### src/rtl/sonar_ranger.sv
// sonar_ranger: ultrasonic trigger/echo timer with done/busy handshake
// and a free-running microsecond counter.
module sonar_ranger #(
  parameter int CLKS_PER_US = 50,
  parameter int TRIG_US     = 10,
  parameter int TIMEOUT_US  = 30000
) (
  input  logic        clock,
  input  logic        reset,
  input  logic        start,
  input  logic        echo,
  output logic        trig,
  output logic        busy,
  output logic        done,
  output logic        timed_out,
  output logic [31:0] echo_us,
  output logic [31:0] us_clock
);

  localparam logic [31:0] US_LAST   = 32'(CLKS_PER_US - 1);
  localparam logic [31:0] TRIG_LAST = 32'(TRIG_US * CLKS_PER_US - 1);
  localparam logic [31:0] TMO_LAST  = 32'(TIMEOUT_US * CLKS_PER_US - 1);

  typedef enum logic [2:0] {
    IDLE,
    TRIG,
    WAIT_RISE,
    MEASURE,
    DONE
  } state_t;

  state_t      state, state_n;
  logic [31:0] pre;
  logic [31:0] cyc, cyc_n;
  logic [31:0] sub, sub_n;
  logic [31:0] width, width_n;
  logic [31:0] width_inc;
  logic        echo_s1, echo_s2, echo_d;
  logic        rise, fall;
  logic        ld_meas, ld_tmo;

  always_ff @(posedge clock or posedge reset) begin
    if (reset) begin
      pre      <= '0;
      us_clock <= '0;
    end else if (pre == US_LAST) begin
      pre      <= '0;
      us_clock <= us_clock + 32'd1;
    end else begin
      pre <= pre + 32'd1;
    end
  end

  always_ff @(posedge clock or posedge reset) begin
    if (reset) begin
      echo_s1 <= 1'b0;
      echo_s2 <= 1'b0;
      echo_d  <= 1'b0;
    end else begin
      echo_s1 <= echo;
      echo_s2 <= echo_s1;
      echo_d  <= echo_s2;
    end
  end

  assign rise = echo_s2 & ~echo_d;
  assign fall = ~echo_s2 & echo_d;

  always_comb begin
    width_inc = width;
    if (sub == US_LAST && width != 32'hFFFF_FFFF)
      width_inc = width + 32'd1;
  end

  always_comb begin
    state_n = state;
    cyc_n   = cyc;
    sub_n   = sub;
    width_n = width;
    ld_meas = 1'b0;
    ld_tmo  = 1'b0;
    unique case (state)
      IDLE: begin
        cyc_n = '0;
        if (start)
          state_n = TRIG;
      end
      TRIG: begin
        if (cyc == TRIG_LAST) begin
          state_n = WAIT_RISE;
          cyc_n   = '0;
        end else begin
          cyc_n = cyc + 32'd1;
        end
      end
      WAIT_RISE: begin
        // timeout checked first so a late rise cannot escape the limit
        if (cyc == TMO_LAST) begin
          state_n = DONE;
          ld_tmo  = 1'b1;
        end else begin
          cyc_n = cyc + 32'd1;
          if (rise) begin
            state_n = MEASURE;
            sub_n   = '0;
            width_n = '0;
          end
        end
      end
      MEASURE: begin
        sub_n   = (sub == US_LAST) ? '0 : sub + 32'd1;
        width_n = width_inc;
        if (fall) begin
          state_n = DONE;
          ld_meas = 1'b1;
        end else if (cyc == TMO_LAST) begin
          state_n = DONE;
          ld_tmo  = 1'b1;
        end else begin
          cyc_n = cyc + 32'd1;
        end
      end
      DONE: begin
        state_n = IDLE;
      end
      default: begin
        state_n = IDLE;
      end
    endcase
  end

  always_ff @(posedge clock or posedge reset) begin
    if (reset) begin
      state <= IDLE;
      cyc   <= '0;
      sub   <= '0;
      width <= '0;
    end else begin
      state <= state_n;
      cyc   <= cyc_n;
      sub   <= sub_n;
      width <= width_n;
    end
  end

  // outputs decoded from the next state so they are clean flop outputs
  always_ff @(posedge clock or posedge reset) begin
    if (reset) begin
      trig <= 1'b0;
      busy <= 1'b0;
      done <= 1'b0;
    end else begin
      trig <= (state_n == TRIG);
      busy <= (state_n == TRIG) ||
              (state_n == WAIT_RISE) ||
              (state_n == MEASURE);
      done <= (state_n == DONE);
    end
  end

  always_ff @(posedge clock or posedge reset) begin
    if (reset) begin
      echo_us   <= '0;
      timed_out <= 1'b0;
    end else if (ld_meas) begin
      echo_us   <= width_n;
      timed_out <= 1'b0;
    end else if (ld_tmo) begin
      echo_us   <= '0;
      timed_out <= 1'b1;
    end
  end

endmodule

### config.mk
export PLATFORM = sky130hd
export DESIGN_NAME = sonar_ranger
export DESIGN_NICKNAME = d
export VERILOG_FILES = /design/src/rtl/sonar_ranger.sv
export SDC_FILE = /design/constraint.sdc
export NUM_CORES = 1
export LEC_CHECK = 0
export CORE_MARGIN = 2
export CORE_UTILIZATION = 55
export CTS_BUF_LIST = sky130_fd_sc_hd__clkbuf_8
export DETAILED_ROUTE_END_ITERATION = 7
export PLACE_DENSITY = 0.75
export SLEW_MARGIN = 10
export SYNTH_ARGS = -nofsm -noshare
export SYNTH_HDL_FRONTEND = slang
export SYNTH_SLANG_ARGS = --single-unit
### constraint.sdc
create_clock -name clock -period 15.95 [get_ports clock]
set_input_delay 1.595 -clock clock [delete_from_list [all_inputs] [get_ports clock]]
set_output_delay 1.595 -clock clock [all_outputs]
set_load 0.005 [all_outputs]
==> results by group, run 1 <==
Outcome
  • Status: complete, no violations

Clocking
  • Hold buffers post-CTS: 0
  • # Post-CTS Setup Buffers: 0
  • Latest clock arrival within the worst-skew pair: 530 ps
  • Htree depth: 2
  • Post_cts resized: 0
  • CTS buffer count: 36
  • Root Driver: clkbuf_8
  • TritonCTS clock tree: done
  • Clock tree buffer depth: 3
  • Clk pin slew, worst setup/hold paths: 70 ps
  • Num Clock Sinks: 202

Yosys
  • Mean Syn Cell Area: 9.665 um^2
  • Gate Count Post-Synth: 1095
  • Sequential fraction of the synthesis area: 47.77%
  • Synth top area cells: dfrtp_1, xnor2_1, nand2_1
  • Synthesized Nets: 1106
  • Ys Warns: 0
  • Post-synth ARST share: 100.0%
  • Largest area contributor in the netlist: dfrtp_1
  • Post-synth design cell area: 10580 um^2
  • #FFs+latches synth: 202
  • Yosys cell types: 80
  • Share of the synthesized area in the top cell type: 47.77%
  • Count of flip-flops with a built-in enable after synthesis: 0
  • Main synth FF type: dfrtp_1

Routing
  • Drt total wl: 23880 um
  • Average wire per standard cell: 16.90 um
  • DRC viols: 0
  • DR pass1 iterations: 5
  • Vias/cell: 6.172
  • Final ANT Viol Nets: 0
  • Initial DRC count: 693
  • Vias: 8721

Floorplan
  • Starting Density: 56.39%
  • # IOs: 72
  • Core area: 18770 um^2
  • Die footprint: 20370 um^2
  • Num rows: 50
  • DIE HEIGHT: 142.7 um
  • Die X-Extent: 142.7 um

Timing
  • Slew Limit Fails: 0
  • Min Tclk post-route: 3105 ps
  • Unrepaired setup endpoints after global routing: false
  • Final hold vios: 0
  • Setup TNS: 0 ps
  • Fmax achieved: 0.3221 GHz
  • Final worst slack: 12850 ps
  • Setup Skew: 25.95 ps
  • Setup-failing EPs final: 0
  • Final worst-path cycle share: 19.47%
  • Worst-margin pin slew: 1214 ps
  • Max-slew headroom: 19.04%

Final layout
  • Area delta synth->final: 14.45%
  • Final Cell Area: 12110 um^2
  • Ant. Diodes: 0
  • Util after Layout: 64.53%
  • Layout cell share with drive strength beyond 1: 8.482%
  • Nets: 1163

Worst setup path
  • WS Path Type: reg -> out
  • Cell family with the largest share of critical-path delay: buffers and inverters
  • CP startpoint kind: flop
  • Worst Path Max Fanout: 5
  • Slowest cell on crit path: clkdlybuf4s50_1
  • Critical path required time: 14360 ps
  • Path depth of the worst reg2reg path: 6
  • WP data arrival: 1510 ps
  • Buf+Inv Stages, Crit Path: 1
  • Largest stage delay, worst path: 550 ps
  • Critical path, cell by cell: clkdlybuf4s50_1
  • Endpoint type of the worst setup path: output pin
  • Worst path depth: 1

Worst hold path
  • Hold Crit Class: reg -> reg
  • Hold Path Depth: 0

Flow run
  • Max Cap Violations: 0

Placed design
  • Hpwl dp: 15170 um
  • Area after DPL: 11340 um^2
  • Input/output buffers: 71
  • Routability cong.: 0.8234
  • Pre-CTS WS: 12210 ps

Global routing
  • Grt ovf: 0
  • GRT Resource Usage Total: 23.84%
  • Vias in the first global route: 8052
  • First-pass GRT wire length: 40260 um
  • Antenna violations before repair: 0
  • Largest net degree at the start of global routing: 139

Power and ir drop
  • PD cells: 88.61 nW/um^2
  • Static Leak: 5.084 nW
  • Worst vdd ir: 0.08535 mV
==> power by group <==
part | leakage (nW) | total (mW) | switching (mW) | internal (mW)
combinational | 1.88 | 0.0350 | 0.0225 | 0.0125
sequential | 2.77 | 0.533 | 0.0121 | 0.521
clock | 0.426 | 0.505 | 0.219 | 0.286
total | 5.08 | 1.07 | 0.254 | 0.820
==> worst reg2reg max path, delay by kind of cell, from the launching register on <==
family,cells,cell delay [ps]
AO/OA/AOI/OAI,2,1180
flip-flops,1,470
AND/OR/NAND/NOR,4,1220
==> synth_stat cells (3+ instances only) <==
cell type  number
and3_1         28
nand3_1        65
or4_1          18
nand4b_1        3
o21ai_0        84
nor3_1          7
nand2b_1        4
dfrtp_1       202
clkbuf_1       20
o211ai_1        5
nor2b_1         5
mux2_2          3
xor2_1         30
nor4_1         23
ha_1            7
nor2_4          3
a32oi_1         9
nor3b_1         3
o31ai_1        39
and4_1         19
inv_1          18
xnor2_1        52
buf_2          22
mux2i_1         5
and2_1         13
a21oi_1        44
a21o_1          4
nor2_1         61
a31oi_1        28
a41oi_1         7
buf_4           8
nand2_1       116
nand4_1        48
clkbuf_2        3
or3_1          21
o21ai_1         6
buf_6           4
==> worst paths after layout <==
| kind | from | to | slack [ps] |
|---|---|---|---|
| setup / recovery | us_clock[23] | us_clock[23] | 12850 |
| hold / removal | echo_s1 | echo_s2 | 340 |
| setup reg to reg | sub[23] | width[31] | 12990 |
| hold reg to reg | echo_s1 | echo_s2 | 340 |
| max in group asynchronous | reset | echo_us[13] | 12900 |
| min in group asynchronous | reset | pre[11] | 1700 |
==> cell type report <==
class                           count  area [um^2]
Tap cell                          234        292.8
Inverter                           18        75.07
Clock inverter                     17        108.9
Multi-Input combinational cell    817         5164
Fill cell                        1521         6656
Timing Repair Buffer               77        755.7
Sequential cell                   202         5055
Clock buffer                       48        660.6
==> layer usage <==
| metal | GRT usage (%) | wire length, um | vias to the layer above |
|---|---|---|---|
| met3 | 3.957 | 1113 | 37 |
| li1 | - | - | 4198 |
| met4 | 7.452 | 408 | 0 |
| met2 | 35.25 | 10720 | 244 |
| met1 | 36.02 | 11640 | 4242 |
| met5 | 0 | 0 | - |
==> placed cells by master (no fill, tap or decap), types with 3 or more instances in the layout <==
cell and instances:
clkinv_2 5, a21oi_1 44, nand2_1 116, o31ai_1 39
o21ai_1 6, a21o_1 4, o211ai_1 5, a32oi_1 9
clkdlybuf4s50_1 71, nor3_1 7, xnor2_1 52, inv_1 25
ha_1 7, mux2_2 3, nor4_1 23, xor2_1 30
nand2b_1 4, a311oi_2 3, and3_1 28, and4_1 19
mux2i_1 5, nand3_1 65, nor2_4 3, a41oi_1 7
or4_1 18, nor3b_1 3, nor2_1 61, nand4_1 48
nor2b_1 5, nand4b_1 3, and2_1 13, dfrtp_1 202
buf_4 6, o21ai_0 84, or3_1 21, a31oi_1 28
clkbuf_8 48
==> sequential cells by signal, indices dropped and copies added, names as in the netlist <==
register,count
cyc,32
us_clock,32
width,32
done,1
busy,1
sub,32
echo_s1,1
state,3
timed_out,1
echo_d,1
pre,32
echo_s2,1
trig,1
echo_us,32
==> logic make-up (layout without fill, tap and decap cells) <==
family	after synthesis	after routing	share of synthesized area, %
AND/OR/NAND/NOR	470	470	25.21
adder cells (fa/ha/maj)	7	7	0.8276
XOR/XNOR	82	82	6.786
multiplexers	8	8	0.7921
buffers and inverters	76	160	3.559
AO/OA/AOI/OAI	250	250	15.06
flip-flops	202	202	47.77
==> stage by stage <==
| stage | hold slack, ps | std cells | total power [mW] |
|---|---|---|---|
| 5_1_grt | 375.8 | 1413 | 1.112 |
| 6_report | 340.5 | 1413 | 1.073 |
| 2_1_floorplan | 331.2 | 1095 | 0.5676 |
| 3_3_place_gp | 334.5 | 1348 | 0.5767 |
| 4_1_cts | 340.4 | 1413 | 1.085 |
| 3_5_place_dp | 344.9 | 1348 | 0.5776 |
Power figures use the tool's default switching activity.
==> run 2: changes to the inputs <==
--- a/config.mk
+++ b/config.mk
@@ -9,7 +9,7 @@
 export CORE_UTILIZATION = 55
 export CTS_BUF_LIST = sky130_fd_sc_hd__clkbuf_8
 export DETAILED_ROUTE_END_ITERATION = 7
-export PLACE_DENSITY = 0.75
+export PLACE_DENSITY = 0.78
 export SLEW_MARGIN = 10
 export SYNTH_ARGS = -nofsm -noshare
 export SYNTH_HDL_FRONTEND = slang
==> constraint.sdc (replaced) <==
create_clock -name clock -period 2.8 [get_ports clock]
set_input_delay 0.28 -clock clock [delete_from_list [all_inputs] [get_ports clock]]
set_output_delay 0.28 -clock clock [all_outputs]
set_load 0.005 [all_outputs]
==> run 2 against run 1 <==
Utilization up 0.85 points. First-iteration DRC count up 11%. Non-clock buffer count up 20. Final cell count up 1.1%. Global-route usage up 1.0 points. Clock power rose to 5.4 times the previous value. Combinational power rose to 6.1 times the previous value. Hold slack worse by 120 ps. Routed wire length up 1.3%. Highest routed layer unchanged. Final area up 1.3%. Die area unchanged. Sequential power rose to 5.7 times the previous value.
==> results by group, run 2 (same netlist as run 1, synthesis figures left out) <==
Outcome
  • Status: complete, no violations

Global routing
  • First-pass GRT wire length: 41710 um (+3.6%)
  • Antenna violations before repair: 0 (unchanged)
  • Grt ovf: 0 (unchanged)
  • GRT met2 Usage: 38.51% (+3.3 points)
  • Vias in the first global route: 8335 (+3.5%)
  • GRT met1 Usage: 36.29% (+0.27 points)
  • GR peak layer: met2
  • GRT Resource Usage Total: 24.84% (+1.0 points)
  • Met3 Use GR: 4.326% (+0.37 points)
  • Largest net degree at the start of global routing: 56 (-60%)

Routing
  • Drt total wl: 24200 um (+1.3%)
  • DRC viols: 0 (unchanged)
  • Vias/cell: 6.233 (+0.99%)
  • Final ANT Viol Nets: 0 (unchanged)
  • Initial DRC count: 770 (+11%)
  • Vias: 8907 (+2.1%)
  • DR pass1 iterations: 5 (unchanged)
  • Average wire per standard cell: 16.93 um (+0.19%)

Power and ir drop
  • Worst vdd ir: 0.4791 mV (+460%)
  • Psw: 1.426 mW (+460%)
  • Flop pwr share: 50.6% (+0.9 points)
  • PD cells: 488.6 nW/um^2 (+450%)
  • Switching Share: 23.78% (+0.15 points)
  • Static Leak: 5.169 nW (+1.7%)
  • Internal Pwr Total: 4.570 mW (+460%)
  • Clk network pwr share: 45.8% (-1.3 points)
  • Gate power share: 3.6% (+0.3 points)

Final layout
  • Area delta synth->final: 15.96%
  • Nets: 1183 (+1.7%)
  • Most frequent cells in the layout: dfrtp_1, nand2_1, o21ai_0, clkdlybuf4s50_1, nand3_1
  • Final Cell Area: 12270 um^2 (+1.3%)
  • Ant. Diodes: 0 (unchanged)
  • Fill cells: 1518 (-0.20%)
  • Layout cell share with drive strength beyond 1: 10.13% (+1.6 points)
  • Layout Cells excl Fill: 1429 (+1.1%)
  • Commonest non-fill, non-tap cell in the layout: dfrtp_1

Timing
  • Unrepaired setup endpoints after global routing: false
  • Final hold vios: 0 (unchanged)
  • Slew Limit Fails: 0 (unchanged)
  • Setup Skew: 37.18 ps (+11.23 ps)
  • Max-slew headroom: 30.18% (+11 points)
  • Setup-failing EPs final: 0 (unchanged)
  • Final worst-path cycle share: 86.33%
  • Min Tclk post-route: 2417 ps
  • Worst-margin pin slew: 1043 ps (-170.9 ps)
  • Fmax achieved: 0.4137 GHz

Clocking
  • Hold buffers post-CTS: 0 (unchanged)
  • Post_cts resized: 0 (unchanged)
  • Clock tree buffer depth: 3 (unchanged)
  • # Post-CTS Setup Buffers: 0 (unchanged)
  • CTS buffer count: 36 (unchanged)
  • Htree depth: 2 (unchanged)
  • Clk pin slew, worst setup/hold paths: 60 ps (about the same)
  • Latest clock arrival within the worst-skew pair: 530 ps (about the same)
  • Root Driver: clkbuf_8
  • TritonCTS clock tree: done
  • Num Clock Sinks: 202 (unchanged)

Worst setup path
  • Worst R2R Start: sub[1]
  • WP data arrival: 2840 ps (+1330 ps)
  • Worst path depth: 8 (+7)
  • Path depth of the worst reg2reg path: 8 (+2)
  • Critical Path Most Common Cell: nand4_1
  • Reg2Reg Setup Slack: 380 ps (-12610 ps)
  • CP startpoint kind: flop
  • End of the worst register-to-register path: width[31]
  • Largest stage delay, worst path: 490 ps (-60 ps)
  • Cell family with the largest share of critical-path delay: simple AND/OR/NAND/NOR gates
  • Critical path, cell by cell: inv_1 -> ha_1 -> nor4b_2 -> nand4_1 -> a311oi_2 -> nand4_1 -> or2_0 -> o31ai_1
  • WS Path Type: reg -> reg
  • Slowest cell on crit path: a311oi_2
  • Worst Path Max Fanout: 4 (-1)
  • Endpoint type of the worst setup path: flop
  • Critical path required time: 3220 ps (-11140 ps)
  • Buf+Inv Stages, Crit Path: 1 (unchanged)

Worst hold path
  • Hold Crit Class: in -> async

Placed design
  • Routability cong.: 0.8418 (+2.2%)
  • Cells after DPL: 1368 (+1.5%)
  • Input/output buffers: 71 (unchanged)
  • Hpwl dp: 16260 um (+7.2%)
  • Area after DPL: 11550 um^2 (+1.8%)

Floorplan
  • DIE HEIGHT: 142.7 um (unchanged)
  • Die footprint: 20370 um^2 (unchanged)
  • Starting Density: 56.39% (unchanged)
  • Die X-Extent: 142.7 um (unchanged)
  • # IOs: 72 (unchanged)
  • Num rows: 50 (unchanged)
  • Core area: 18770 um^2 (unchanged)

Flow run
  • Max Cap Violations: 0 (unchanged)
[run 2: cell types whose count changed in the layout (fill, tap and decap cells not counted), sizes merged]
cell / change
clkinvlp: +1
inv: -5
clkbuf: -4
clkinv: +4
buf: +20
[run 2: worst max-delay path by stage]
stage,start,to
3_5_place_dp,sub[27],echo_us[7]
3_3_place_gp,sub[27],echo_us[7]
4_1_cts,sub[1],width[31]
2_1_floorplan,reset,busy
6_report,sub[1],width[31]
5_1_grt,sub[1],width[31]
[run 2: area by class of cell]
| type | instances | area [um^2] | share of cell area, % |
|---|---|---|---|
| multi-input combinational | 817 | 5164 | 42.08 |
| sequential | 202 | 5055 | 41.19 |
| timing repair buffer | 97 | 968.4 | 7.891 |
| clock buffer | 44 | 605.6 | 4.935 |
| tap | 234 | 292.8 | 2.386 |
| clock inverter | 17 | 115.1 | 0.9380 |
| inverter | 18 | 71.32 | 0.5812 |
[run 2: per-layer routing]
layer,vias to the layer above,share of wire (%)
met5,-,0
met4,0,1.4
met3,30,4.8
met2,226,47
met1,4406,47
li1,4245,-
[run 2: power groups by stage]
stage	clock (mW)	sequential (mW)	combinational, mW
after global placement	0	3.08	0.213
after global routing	2.94	3.04	0.252
after detailed placement	0	3.08	0.219
after CTS	2.81	3.03	0.221
after floorplan	0	3.07	0.168
final	2.75	3.03	0.215
[run 2: metrics by stage]
stage          TNS [ps]  power [mW]  setup slack, ps  hold WS (ps)  utilization [%]
2_1_floorplan    -19450       3.234           -96.31         311.4                -
3_3_place_gp          0       3.294            484.8         345.2            61.55
3_5_place_dp          0       3.302            432.8         343.2            61.55
4_1_cts               0       6.060            391.4         195.6            65.39
5_1_grt               0       6.236            87.83         194.5            65.39
6_report              0       5.996            382.7         215.9            65.39
==> run 3: changes to the inputs <==
--- a/config.mk
+++ b/config.mk
@@ -10,7 +10,6 @@
 export CTS_BUF_LIST = sky130_fd_sc_hd__clkbuf_8
 export DETAILED_ROUTE_END_ITERATION = 7
 export PLACE_DENSITY = 0.78
-export SLEW_MARGIN = 10
 export SYNTH_ARGS = -nofsm -noshare
 export SYNTH_HDL_FRONTEND = slang
 export SYNTH_SLANG_ARGS = --single-unit
==> results of run 3 <==
Final layout, timing and power as in run 2 (identical DEF).
